===== config.mk =====
export PLATFORM = sky130hd
export DESIGN_NAME = instr_fetch_unit
export DESIGN_NICKNAME = d
export VERILOG_FILES = /design/src/rtl/cpu_pkg.sv /design/src/rtl/fetch_buf.sv /design/src/rtl/instr_fetch_unit.sv
export SDC_FILE = /design/constraint.sdc
export NUM_CORES = 1
export LEC_CHECK = 0
export CORE_MARGIN = 2
export CORE_UTILIZATION = 59
export CTS_BUF_LIST = sky130_fd_sc_hd__clkbuf_4
export CTS_CLUSTER_SIZE = 25
export DETAILED_ROUTE_END_ITERATION = 12
export DONT_BUFFER_PORTS = 1
export GPL_TIMING_DRIVEN = 0
export HOLD_SLACK_MARGIN = 0.15
export MAX_ROUTING_LAYER = met4
export PLACE_DENSITY_LB_ADDON = 0.08
export SYNTH_ARGS = -nofsm -noshare
export SYNTH_HDL_FRONTEND = slang
export SYNTH_HIERARCHICAL = 1
export SYNTH_SLANG_ARGS = --single-unit

===== constraint.sdc =====
create_clock -name clk -period 15.39 [get_ports clk]
set_clock_uncertainty 0.15 [all_clocks]
set_input_delay 3.078 -clock clk [delete_from_list [all_inputs] [get_ports clk]]
set_output_delay 3.078 -clock clk [all_outputs]
set_load 0.01 [all_outputs]

===== src/rtl/cpu_pkg.sv =====
// Shared CPU definitions: fetch bundle type and pipeline constants.
package cpu_pkg;

    localparam logic [31:0] INSTR_NOP = 32'h0000_0000;
    localparam logic [31:0] PC_STEP   = 32'd4;

    typedef struct packed {
        logic [31:0] pc;
        logic [31:0] instr;
    } fetch_entry;

    function automatic logic [31:0] word_align(input logic [31:0] a);
        return {a[31:2], 2'b00};
    endfunction

endpackage


===== src/rtl/fetch_buf.sv =====
// Small synchronous FIFO of fetch entries with flush and occupancy count.
module fetch_buf
    import cpu_pkg::*;
#(
    parameter int DEPTH = 2
) (
    input  logic                         clk,
    input  logic                         rst,
    input  logic                         push,
    input  logic                         pop,
    input  logic                         flush,
    input  fetch_entry                   wdata,
    output fetch_entry                   rdata,
    output logic                         empty,
    output logic [$clog2(DEPTH+1)-1:0]   count
);

    localparam int CW = $clog2(DEPTH + 1);
    localparam int AW = (DEPTH > 1) ? $clog2(DEPTH) : 1;

    fetch_entry     mem [DEPTH];
    logic [AW-1:0]  rd_ptr;
    logic [AW-1:0]  wr_ptr;
    logic           full;
    logic           do_push;
    logic           do_pop;

    assign empty   = (count == '0);
    assign full    = (count == CW'(DEPTH));
    assign do_pop  = pop && !empty;
    assign do_push = push && !full;
    assign rdata   = mem[rd_ptr];

    // DEPTH is a power of two, so pointers wrap naturally.
    always_ff @(posedge clk) begin
        if (rst || flush) begin
            rd_ptr <= '0;
            wr_ptr <= '0;
            count  <= '0;
        end else begin
            if (do_push)
                wr_ptr <= wr_ptr + AW'(1);
            if (do_pop)
                rd_ptr <= rd_ptr + AW'(1);
            count <= count + CW'(do_push) - CW'(do_pop);
        end
    end

    always_ff @(posedge clk) begin
        if (do_push && !flush)
            mem[wr_ptr] <= wdata;
    end

    a_no_overflow: assert property (
        @(posedge clk) disable iff (rst) !(push && full && !flush)
    );

endmodule


===== src/rtl/instr_fetch_unit.sv =====
// IF stage: PC owner, credit-limited imem requests, redirect squash.
// Optional perf counters are built when FETCH_PERF_CNT_EN is defined.
module instr_fetch_unit
    import cpu_pkg::*;
#(
    parameter logic [31:0] RESET_PC  = 32'h0000_0000,
    parameter int          BUF_DEPTH = 2
) (
    input  logic        clk,
    input  logic        rst,
    input  logic        stall,
    input  logic        redirect_valid,
    input  logic [31:0] redirect_pc,
    output logic        imem_req_valid,
    input  logic        imem_req_ready,
    output logic [31:0] imem_req_addr,
    input  logic        imem_resp_valid,
    input  logic [31:0] imem_resp_data,
    output logic [31:0] out_PC,
    output logic [31:0] out_Instruction,
    output logic        out_valid
`ifdef FETCH_PERF_CNT_EN
    ,
    output logic [31:0] perf_bubble_cnt,
    output logic [31:0] perf_redirect_cnt
`endif
);

    localparam int CW = $clog2(BUF_DEPTH + 1);
    localparam int TW = CW + 1;

    logic [31:0]   fetch_pc;
    logic [CW-1:0] drop;
    logic [CW-1:0] inflight;
    logic [CW-1:0] inflight_nx;
    logic [CW-1:0] buf_count;
    logic [TW-1:0] credit_used;

    fetch_entry    tag_wdata;
    fetch_entry    tag_head;
    fetch_entry    buf_wdata;
    fetch_entry    buf_head;
    logic          tag_empty;
    logic          buf_empty;

    logic          accept;
    logic          resp;
    logic          discard;
    logic          push;
    logic          pop;
    logic          unused_tag_instr;

    // A head leaving this cycle frees its slot for a new request.
    assign pop         = !buf_empty && !stall && !redirect_valid;
    assign credit_used = TW'(inflight) + TW'(buf_count) - TW'(pop);

    assign imem_req_valid = !rst && !redirect_valid
                          && (credit_used < TW'(BUF_DEPTH));
    assign imem_req_addr  = fetch_pc;
    assign accept         = imem_req_valid && imem_req_ready;

    assign resp        = imem_resp_valid && !tag_empty;
    assign discard     = redirect_valid || (drop != '0);
    assign push        = resp && !discard;
    assign inflight_nx = inflight + CW'(accept) - CW'(resp);

    assign tag_wdata = '{pc: fetch_pc, instr: INSTR_NOP};
    assign buf_wdata = '{pc: tag_head.pc, instr: imem_resp_data};
    assign unused_tag_instr = ^tag_head.instr;

    // Tag queue occupancy is the in-flight request count.
    fetch_buf #(
        .DEPTH (BUF_DEPTH)
    ) u_tag_q (
        .clk   (clk),
        .rst   (rst),
        .push  (accept),
        .pop   (resp),
        .flush (1'b0),
        .wdata (tag_wdata),
        .rdata (tag_head),
        .empty (tag_empty),
        .count (inflight)
    );

    fetch_buf #(
        .DEPTH (BUF_DEPTH)
    ) u_fetch_buf (
        .clk   (clk),
        .rst   (rst),
        .push  (push),
        .pop   (pop),
        .flush (redirect_valid),
        .wdata (buf_wdata),
        .rdata (buf_head),
        .empty (buf_empty),
        .count (buf_count)
    );

    always_ff @(posedge clk) begin
        if (rst) begin
            fetch_pc <= RESET_PC;
            drop     <= '0;
        end else if (redirect_valid) begin
            fetch_pc <= word_align(redirect_pc);
            drop     <= inflight_nx;
        end else begin
            if (accept)
                fetch_pc <= fetch_pc + PC_STEP;
            if (resp && (drop != '0))
                drop <= drop - CW'(1);
        end
    end

    assign out_valid       = !buf_empty;
    assign out_PC          = buf_empty ? 32'h0 : buf_head.pc;
    assign out_Instruction = buf_empty ? INSTR_NOP : buf_head.instr;

`ifdef FETCH_PERF_CNT_EN
    always_ff @(posedge clk) begin
        if (rst) begin
            perf_bubble_cnt   <= '0;
            perf_redirect_cnt <= '0;
        end else begin
            if (!stall && buf_empty)
                perf_bubble_cnt <= perf_bubble_cnt + 32'd1;
            if (redirect_valid)
                perf_redirect_cnt <= perf_redirect_cnt + 32'd1;
        end
    end
`endif

endmodule

After elaboration in Yosys (flattened, before gate mapping)
Memories as Yosys holds them, arrays and structs flattened. A register that Yosys moved wholly into a read port is not among the register bits.
Cells that the tools add are included.
{"block": "totals", "regBits": 42, "ramBits": 192, "in_bits": 70, "out_inout_bits": 98, "mem_count": 2}
{"block": "op_classes", "n_addsub": 14, "order_cmp": 1, "eq_ne": 2, "muxes": 14, "n_reduce_logical": 29}
{"memory": "u_fetch_buf.mem", "words": 2, "word_bits": 64, "rd": 1, "rd_clocked_by_memory_dff": 1, "write_ports": 1, "line_no": "fetch_buf.sv:21", "text": "fetch_entry mem [DEPTH];"}
{"memory": "u_tag_q.mem", "words": 2, "word_bits": 32, "rd": 1, "rd_clocked_by_memory_dff": 1, "write_ports": 1, "line_no": "fetch_buf.sv:21"}
{"operator": "$mux W32", "count": 4}
{"operator": "$add A32 B3 Y32 const B", "count": 1}
{"operator": "$logic_and A1 B1 Y1", "count": 13}
{"operator": "$logic_not A1 Y1", "count": 8}
{"operator": "$mux W1", "count": 8}
{"operator": "$add A2 B1 Y2", "count": 3}
{"operator": "$reduce_bool A2 Y1", "count": 3}
{"operator": "$sub A2 B1 Y2", "count": 3}
{"operator": "$add A1 B1 Y1 const B", "count": 4}
{"operator": "$eq A2 B2 Y1 const B", "count": 2}
{"operator": "$logic_not A2 Y1", "count": 2}
{"operator": "$mux W2", "count": 2}
{"operator": "$add A2 B2 Y3", "count": 1}
{"operator": "$lt A3 B2 Y1 const B", "count": 1}
{"operator": "$sub A3 B1 Y3", "count": 1}
{"operator": "$logic_or A1 B1 Y1", "count": 2}
{"operator": "$reduce_or A2 Y1", "count": 1}
{"operator": "$sub A2 B1 Y2 const B", "count": 1}

Longest topological paths before layout
Gate-level depths: netlist of the first run.
{"block": "depth", "word_depth": 11, "ltp_mapped": 18}

By module
The synthesis of the first run kept the hierarchy.
{"mod": "fetch_buf", "instances": 2, "cells_each": 224, "area_per_inst_um2": 5157.4, "seq_area_each_um2": 3943.8}
{"mod": "instr_fetch_unit", "instances": 1, "cells_each": 339, "area_per_inst_um2": 2549.9, "seq_area_each_um2": 640.6}

Least setup slack after synthesis of the first run
OpenSTA, ideal clock, no wires.
{"block": "synth_timing", "kind": "input -> register", "start": "in redirect_valid", "end": "mem u_tag_q/mem[1][0] (netlist bit) (enable)", "setup_ps": 578, "arrival_time_ps": 10503, "t_required_ps": 14662, "setup_slack_ps": 4159, "stages": 13, "path_cell_list": "clkbuf_1 > clkbuf_1 > clkbuf_1 > nor3_1 > ha_1 > nand2b_1 > fa_1 > nor4bb_1 > nand2_1 > inv_2 > buf_2 > o21ai_2 > nor3b_1"}
{"block": "synth_via", "elab_chain_len": 9}
{"element": "start: declaration", "line_no": "instr_fetch_unit.sv:12", "text": "input logic redirect_valid,"}
{"element": "$logic_not A1 Y1", "line_no": "instr_fetch_unit.sv:54", "text": "assign pop = !buf_empty && !stall && !redirect_valid;"}
{"element": "$logic_and A1 B1 Y1", "line_no": "instr_fetch_unit.sv:54"}
{"element": "named net pop", "line_no": "instr_fetch_unit.sv:50", "text": "logic pop;"}
{"element": "$sub A3 B1 Y3", "line_no": "instr_fetch_unit.sv:55", "text": "assign credit_used = TW'(inflight) + TW'(buf_count) - TW'(pop);"}
{"element": "$lt A3 B2 Y1", "line_no": "instr_fetch_unit.sv:58", "text": "&& (credit_used < TW'(BUF_DEPTH));"}
{"element": "$logic_and A1 B1 Y1", "line_no": "instr_fetch_unit.sv:58"}
{"element": "$logic_and A1 B1 Y1", "line_no": "instr_fetch_unit.sv:60", "text": "assign accept = imem_req_valid && imem_req_ready;"}
{"element": "named net accept", "line_no": "instr_fetch_unit.sv:46", "text": "logic accept;"}
{"element": "$logic_and A1 B1 Y1", "line_no": "fetch_buf.sv:31", "text": "assign do_push = push && !full;"}
{"element": "$mux W1", "line_no": "fetch_buf.sv:50", "text": "if (do_push && !flush)"}
{"element": "$mux W1 (not written as such)", "line_no": "fetch_buf.sv:51", "text": "mem[wr_ptr] <= wdata;"}
{"element": "end: declaration", "line_no": "fetch_buf.sv:21"}
The timed path passes the listed nets, and every way through them passes these cells.

Final worst setup path of the first run
{"block": "layout_timing", "start": "in redirect_valid", "end": "out imem_req_valid"}
{"block": "layout_via", "elab_chain_len": 5}
{"element": "$logic_not A1 Y1", "line_no": "instr_fetch_unit.sv:54"}
{"element": "$logic_and A1 B1 Y1", "line_no": "instr_fetch_unit.sv:54"}
{"element": "named net pop", "line_no": "instr_fetch_unit.sv:50"}
{"element": "$sub A3 B1 Y3", "line_no": "instr_fetch_unit.sv:55"}
{"element": "$lt A3 B2 Y1", "line_no": "instr_fetch_unit.sv:58"}
{"element": "$logic_and A1 B1 Y1", "line_no": "instr_fetch_unit.sv:58"}
{"element": "end: declaration", "line_no": "instr_fetch_unit.sv:14", "text": "output logic imem_req_valid,"}
The timed path passes the listed nets, and every way through them passes these cells.

==> out/metrics.yaml, run 1 <==
outcome:
  status: "finished clean"
synth:
  syn_avg_cell_area_um2: 15.13
  synthCells: 689
  netlist_area_um2: 10420
  synth_warnings: 6
pwr:
  ir_drop_mv: 0.06466
  p_leak_nw: 4.068
  p_per_area_nw_per_um2: 105.1
route:
  dr.pass1.iters: 6
  drc_errors: 0
  detail_route.wl_per_cell_um: 19.73
  via_count: 5828
  vias_per_cell: 5.577
  drtIter0Drc: 456
  postRouteAntennaNets: 0
  drt-total-wl_um: 20620
placed_design:
  port_buffers: 0
  dpl_cell_area_um2: 10950
  place_ws_ns: 5.989
  place.gp.congestion: 0.8804
  dp_hpwl_um: 14920
clock_tree:
  clk_latency_ns: 0.64
  clock-sinks: 234
  cts.path.max_buffers: 3
  cts_hold_buf: 0
  post_cts_resized: 0
  h-tree-depth: 2
  cts_tree: "yes"
  path_clk_slew_ns: 0.07
  cts_setup_buffers: 0
  numCtsBuffers: 57
  clock-root-buffer: "clkbuf_4"
sta:
  report.final.setup_viol: 0
  grt_setup_unrepaired: "no"
  setup_slack_ns: 5.913
  drv_slew: 0
  slew_headroom_pct: 38.69
  period_share_pct: 61.58
  tightest_slew_ns: 0.9157
  tns_ns: 0
  fin_crit_ns: 9.477
  hold_violations: 0
  fmaxAchievable_mhz: 105.5
cells_and_area:
  area_growth_pct: 12.00
  fin_area_um2: 11670
  fin_nets: 857
  layout-drive-gt1-share_pct: 28.17
  fin_util_pct: 67.49
  diodes: 0
grt:
  grt_pass1_vias: 5923
  grt_pass1_wl_um: 31140
  grt_start_max_net_pins: 15
  grt_overflow: 0
  antenna_found_initial: 0
  grtUsageTotal_pct: 22.60
hold_path:
  hp-start: "u_tag_q/wr_ptr"
  hold_path_class: "flip-flop to flip-flop"
floorplanning:
  die_height_um: 136.9
  rows: 48
  dieArea_um2: 18740
  die_x_um: 136.9
  pin_count: 168
  start_util_pct: 60.26
  core-area_um2: 17300
worst_setup_path:
  path_max_fanout: 13
  end_kind: "output pin"
  arrival_ns: 6.25
  startpoint_type: "input pin"
  critPathRequiredTime_ns: 12.16
  critPathLaunch: "redirect_valid"
  setup.worst_path.class: "input pin to output pin"
  r2r-start: "u_fetch_buf/count[0]"
job:
  drv_cap: 0
-- power breakdown --
group / internal [W] / leakage, nW / switching [W]
sequential: 0.000690 / 2.09 / 0.0000156
clock: 0.000263 / 0.426 / 0.000228
combinational: 0.0000127 / 1.55 / 0.0000172
-- layout make-up --
cell class              count  area, µm²
inverters                  18      67.56
flip-flops and latches    234       6606
well taps                 225      281.5
multi-input cells         412       3478
fillers                  1273       5623
clock buffers              83      623.1
plain buffers              37      335.3
clock inverters            20      101.3
repair buffers             16      180.2
-- critical path, cell delays in order --
cell,delay (ns)
clkbuf_1,0.39
clkbuf_1,0.57
clkbuf_1,0.53
nor3_1,0.17
ha_1,0.30
nand2b_1,0.15
fa_1,0.38
xor2_1,0.38
and3_1,0.29
-- cell usage in the layout, fill, tap and decap left out, drive strengths merged, types with 4 or more instances in the layout --
master	instances
ha	10
xnor2	17
nor2b	70
nand3	9
conb	13
and3	8
nand4	12
buf	34
nor3b	6
o21ai	15
clkbuf	102
and2	4
a31oi	8
inv	18
xor2	4
nand2	27
or3	6
nor2	20
o22ai	5
mux2	98
dfxtp	42
mux2i	5
edfxtp	192
clkinv	19
nor3	13
nor4	9
a21oi	18
-- through the flow --
stage                     hold WS (ns)  power (W)  cells
after floorplan                 0.3055  0.0007360    701
after global placement          0.3166  0.0007471    926
after detailed placement        0.3455  0.0007488    942
after CTS                       0.3548   0.001242   1045
after global routing            0.3844   0.001277   1045
final                           0.3488   0.001226   1045
-- metal layers --
metal  up-vias  track usage, %  part of all wire [%]
met1      2788           26.57                    40
met5         -               -                     0
li1       2756               -                     -
met3        36           9.778                    11
met2       248           35.22                    47
met4         0           7.331                   1.8
-- sequential cells by signal, indices dropped and copies added, names as in the netlist, named ones only --
register,cells
u_fetch_buf/mem,128
u_tag_q/mem,64
imem_req_addr,30
drop,2
u_fetch_buf/count,2
u_tag_q/count,2
u_fetch_buf/rd_ptr,1
u_fetch_buf/wr_ptr,1
u_tag_q/rd_ptr,1
u_tag_q/wr_ptr,1
-- worst paths after layout --
check | endpoint | slack [ns] | cells past startpoint
setup / recovery | imem_req_valid | 5.91 | 9
hold / removal | u_tag_q/wr_ptr | 0.35 | 2
setup reg to reg | u_tag_q/mem[1][62] | 10.21 | 14
hold reg to reg | u_tag_q/wr_ptr | 0.35 | 2
Note: power is estimated with default switching activity, not from simulation.
==> run 2, diff against run 1 <==
clock period = 9.8 ns   (was 15.39 ns; I/O delays follow)
==> results of run 2 <==
The final DEF is identical to that of run 1. Status: finished clean.
Main changes from that run: setup slack after placement 5.989 ns -> 2.338 ns; setup slack after layout 5.913 ns -> 2.559 ns; register-to-register setup slack 10.21 ns -> 4.62 ns; total power 0.001226 W -> 0.001926 W; worst IR drop on VDD 0.06466 mV -> 0.1015 mV
==> run 3, diff against run 2 <==
clock period = 6.21 ns   (was 9.8 ns; I/O delays follow)
==> out/metrics.yaml, run 3 (same netlist as run 1, synthesis figures left out) <==
grt:
  antenna_found_initial: 1  # was 0
  grtUsageTotal_pct: 23.13  # was 22.60%
  grt_start_max_net_pins: 21  # was 15
  grt_pass1_wl_um: 31730  # was 31140 µm
  grt_pass1_vias: 6023  # was 5923
  grt_overflow: 0  # unchanged
sta:
  hold_violations: 0  # unchanged
  drv_slew: 0  # unchanged
  fmaxAchievable_mhz: 169.9
  period_share_pct: 94.76
  report.final.setup_viol: 0  # unchanged
  tightest_slew_ns: 0.9150  # was 0.9157 ns
  fin_crit_ns: 5.885
  slew_headroom_pct: 38.80  # was 38.69%
  grt_setup_unrepaired: "no"  # unchanged
cells_and_area:
  fin_nets: 855  # was 857
  layout-drive-gt1-share_pct: 28.78  # was 28.17%
  area_growth_pct: 12.88  # was 12.00%
  layout_common_cells: "edfxtp_1 (192), mux2_4 (88), clkbuf_4 (85), nor2b_1 (70), dfxtp_1 (42)"  # was edfxtp_1 (192), mux2_4 (88), clkbuf_4 (83), nor2b_1 (70), dfxtp_1 (42)
  final_common_cell: "edfxtp_1"  # unchanged
  fillCellCount: 1240  # was 1273
  max_flop_register: "u_fetch_buf/mem"  # unchanged
  largest_register_ff_count: 128  # unchanged
  fin_util_pct: 68.02  # was 67.49%
outcome:
  status: "finished clean"  # unchanged
placed_design:
  place.gp.congestion: 0.8762  # was 0.8804
  port_buffers: 0  # unchanged
  dp_hpwl_um: 15020  # was 14920 µm
worst_setup_path:
  path_max_fanout: 20  # was 13
  end_kind: "flip-flop"  # was output pin
  arrival_ns: 6.07  # was 5.13 ns
  crit_end: "u_tag_q/mem[0][62]"  # was imem_req_valid
  startpoint_type: "input pin"  # unchanged
  crit_slowest_cell: "nor3_4"  # was clkbuf_1
  critPathLaunch: "redirect_valid"  # unchanged
  critPathRequiredTime_ns: 6.39  # was 7.69 ns
  cpPeakStageDelay_ns: 0.63  # was 0.57 ns
  reg2reg_to: "u_tag_q/mem[0][62]"  # was u_tag_q/mem[1][62]
  r2r_slack_ns: 1.33  # was 4.62 ns
  rr_worst_depth: 13  # was 14
  crit_chain: "clkbuf_1, clkbuf_1, clkbuf_1, nor3_1, ha_1, nand2b_1, fa_1, nor4bb_1, nand2_1, inv_2, buf_2, o21ai_2, nor3_4, buf_16"  # was clkbuf_1, clkbuf_1, clkbuf_1, nor3_1, ha_1, nand2b_1, fa_1, xor2_1, and3_1
  cpMostUsedCell: "clkbuf_1"  # unchanged
  r2r-start: "u_fetch_buf/count[0]"  # unchanged
  setup.worst_path.class: "input pin to flip-flop"  # was input pin to output pin
route:
  met1_length_um: 8153  # was 8247 µm
  drc_errors: 0  # unchanged
  detail_route.wl_per_cell_um: 20.25  # was 19.73 µm
  vias_per_cell: 5.615  # was 5.577
  drt-total-wl_um: 21180  # was 20620 µm
  wl_met2_um: 10410  # was 9667 µm
  via_count: 5873  # was 5828
  postRouteAntennaNets: 0  # unchanged
  dr.pass1.iters: 7  # was 6
  drtIter0Drc: 406  # was 456
  dr_wl_met3_um: 2177  # was 2329 µm
  top_layer: "met4"  # unchanged
pwr:
  p_per_area_nw_per_um2: 257.4  # was 165.0 nW/µm²
  ir_drop_mv: 0.1595  # was 0.1015 mV
  power_w: 0.003029  # was 0.001926 W
  p_leak_nw: 4.112  # was 4.068 nW
floorplanning:
  rows: 48  # unchanged
  start_util_pct: 60.26  # unchanged
  die_x_um: 136.9  # unchanged
  die_height_um: 136.9  # unchanged
  core-area_um2: 17300  # unchanged
  pin_count: 168  # unchanged
  dieArea_um2: 18740  # unchanged
clock_tree:
  path_clk_slew_ns: 0.06  # was 0.07 ns
  clock-root-buffer: "clkbuf_4"  # unchanged
  clock-sinks: 234  # unchanged
  cts.path.max_buffers: 3  # unchanged
  h-tree-depth: 2  # unchanged
  cts_tree: "yes"  # unchanged
  numCtsBuffers: 56  # was 57
  clk_latency_ns: 0.64  # about the same
job:
  drv_cap: 0  # unchanged
hold_path:
  hp-start: "u_fetch_buf/wr_ptr"  # was u_tag_q/wr_ptr
  hold_path_class: "flip-flop to flip-flop"  # unchanged
run 3: changes by cell type in the layout (fill, tap and decap cells not counted), sizes merged:
cell	previous run	this run
clkinv	19	17
inv	18	20
bufinv	1	0
diode	0	1
clkbuf	102	104
buf	34	33
run 3: critical path: cells and delay by family:
kind                     cells  cell delay, ns
adder cells (fa/ha/maj)      2            0.89
AND/OR/NAND/NOR              5            1.53
buffers and inverters        6            2.19
AO/OA/AOI/OAI                1            0.18
run 3: power by group:
group           total, W  internal [W]  switching (W)
logic          0.0000760     0.0000323      0.0000436
clock network    0.00120      0.000626       0.000577
registers        0.00175       0.00171      0.0000393
run 3: per-stage QoR:
| stage | area, µm² | hold WS [ns] | setup TNS (ns) | setup WS (ns) | instances |
|---|---|---|---|---|---|
| 2_1_floorplan | 10490 | 0.3154 | 0 | 0.3430 | 701 |
| 3_3_place_gp | 10770 | 0.3224 | -154.84 | -1.337 | 926 |
| 3_5_place_dp | 10990 | 0.3679 | -13.36 | -0.3634 | 935 |
| 4_1_cts | 11710 | 0.3774 | 0 | 0.3288 | 1039 |
| 5_1_grt | 11770 | 0.3985 | 0 | 0.05679 | 1046 |
| 6_report | 11770 | 0.3706 | 0 | 0.3252 | 1046 |
run 3: routing by layer:
metal | vias to the layer above | GRT usage, %
met5 | - | -
met4 | 0 | 7.503
met3 | 42 | 9.259
met2 | 232 | 37.92
met1 | 2836 | 26.01
li1 | 2763 | -
run 3: worst min-delay path by stage:
stage,endpoint,slack (ns),cells past startpoint
2_1_floorplan,u_fetch_buf/wr_ptr,0.32,2
6_report,u_fetch_buf/wr_ptr,0.37,2
4_1_cts,u_fetch_buf/wr_ptr,0.38,2
3_5_place_dp,u_fetch_buf/wr_ptr,0.37,2
3_3_place_gp,u_fetch_buf/wr_ptr,0.32,2
5_1_grt,u_fetch_buf/mem[0][44],0.40,1
run 3: layout make-up:
cell class	instances	area, µm²	area share, %
flip-flops and latches	234	6606	56.15
multi-input cells	412	3503	29.78
clock buffers	85	638.1	5.424
plain buffers	37	335.3	2.850
well taps	225	281.5	2.393
repair buffers	15	255.2	2.170
clock inverters	19	75.07	0.6381
inverters	18	67.56	0.5743
diodes	1	2.502	0.02127
run 3: timing repair:
| action | CTS | global route |
|---|---|---|
| buffers inserted | 0 | 6 |
| resized for setup | 0 | 0 |
| hold buffers | 0 | 0 |
| setup endpoints to repair | 0 | 18 |
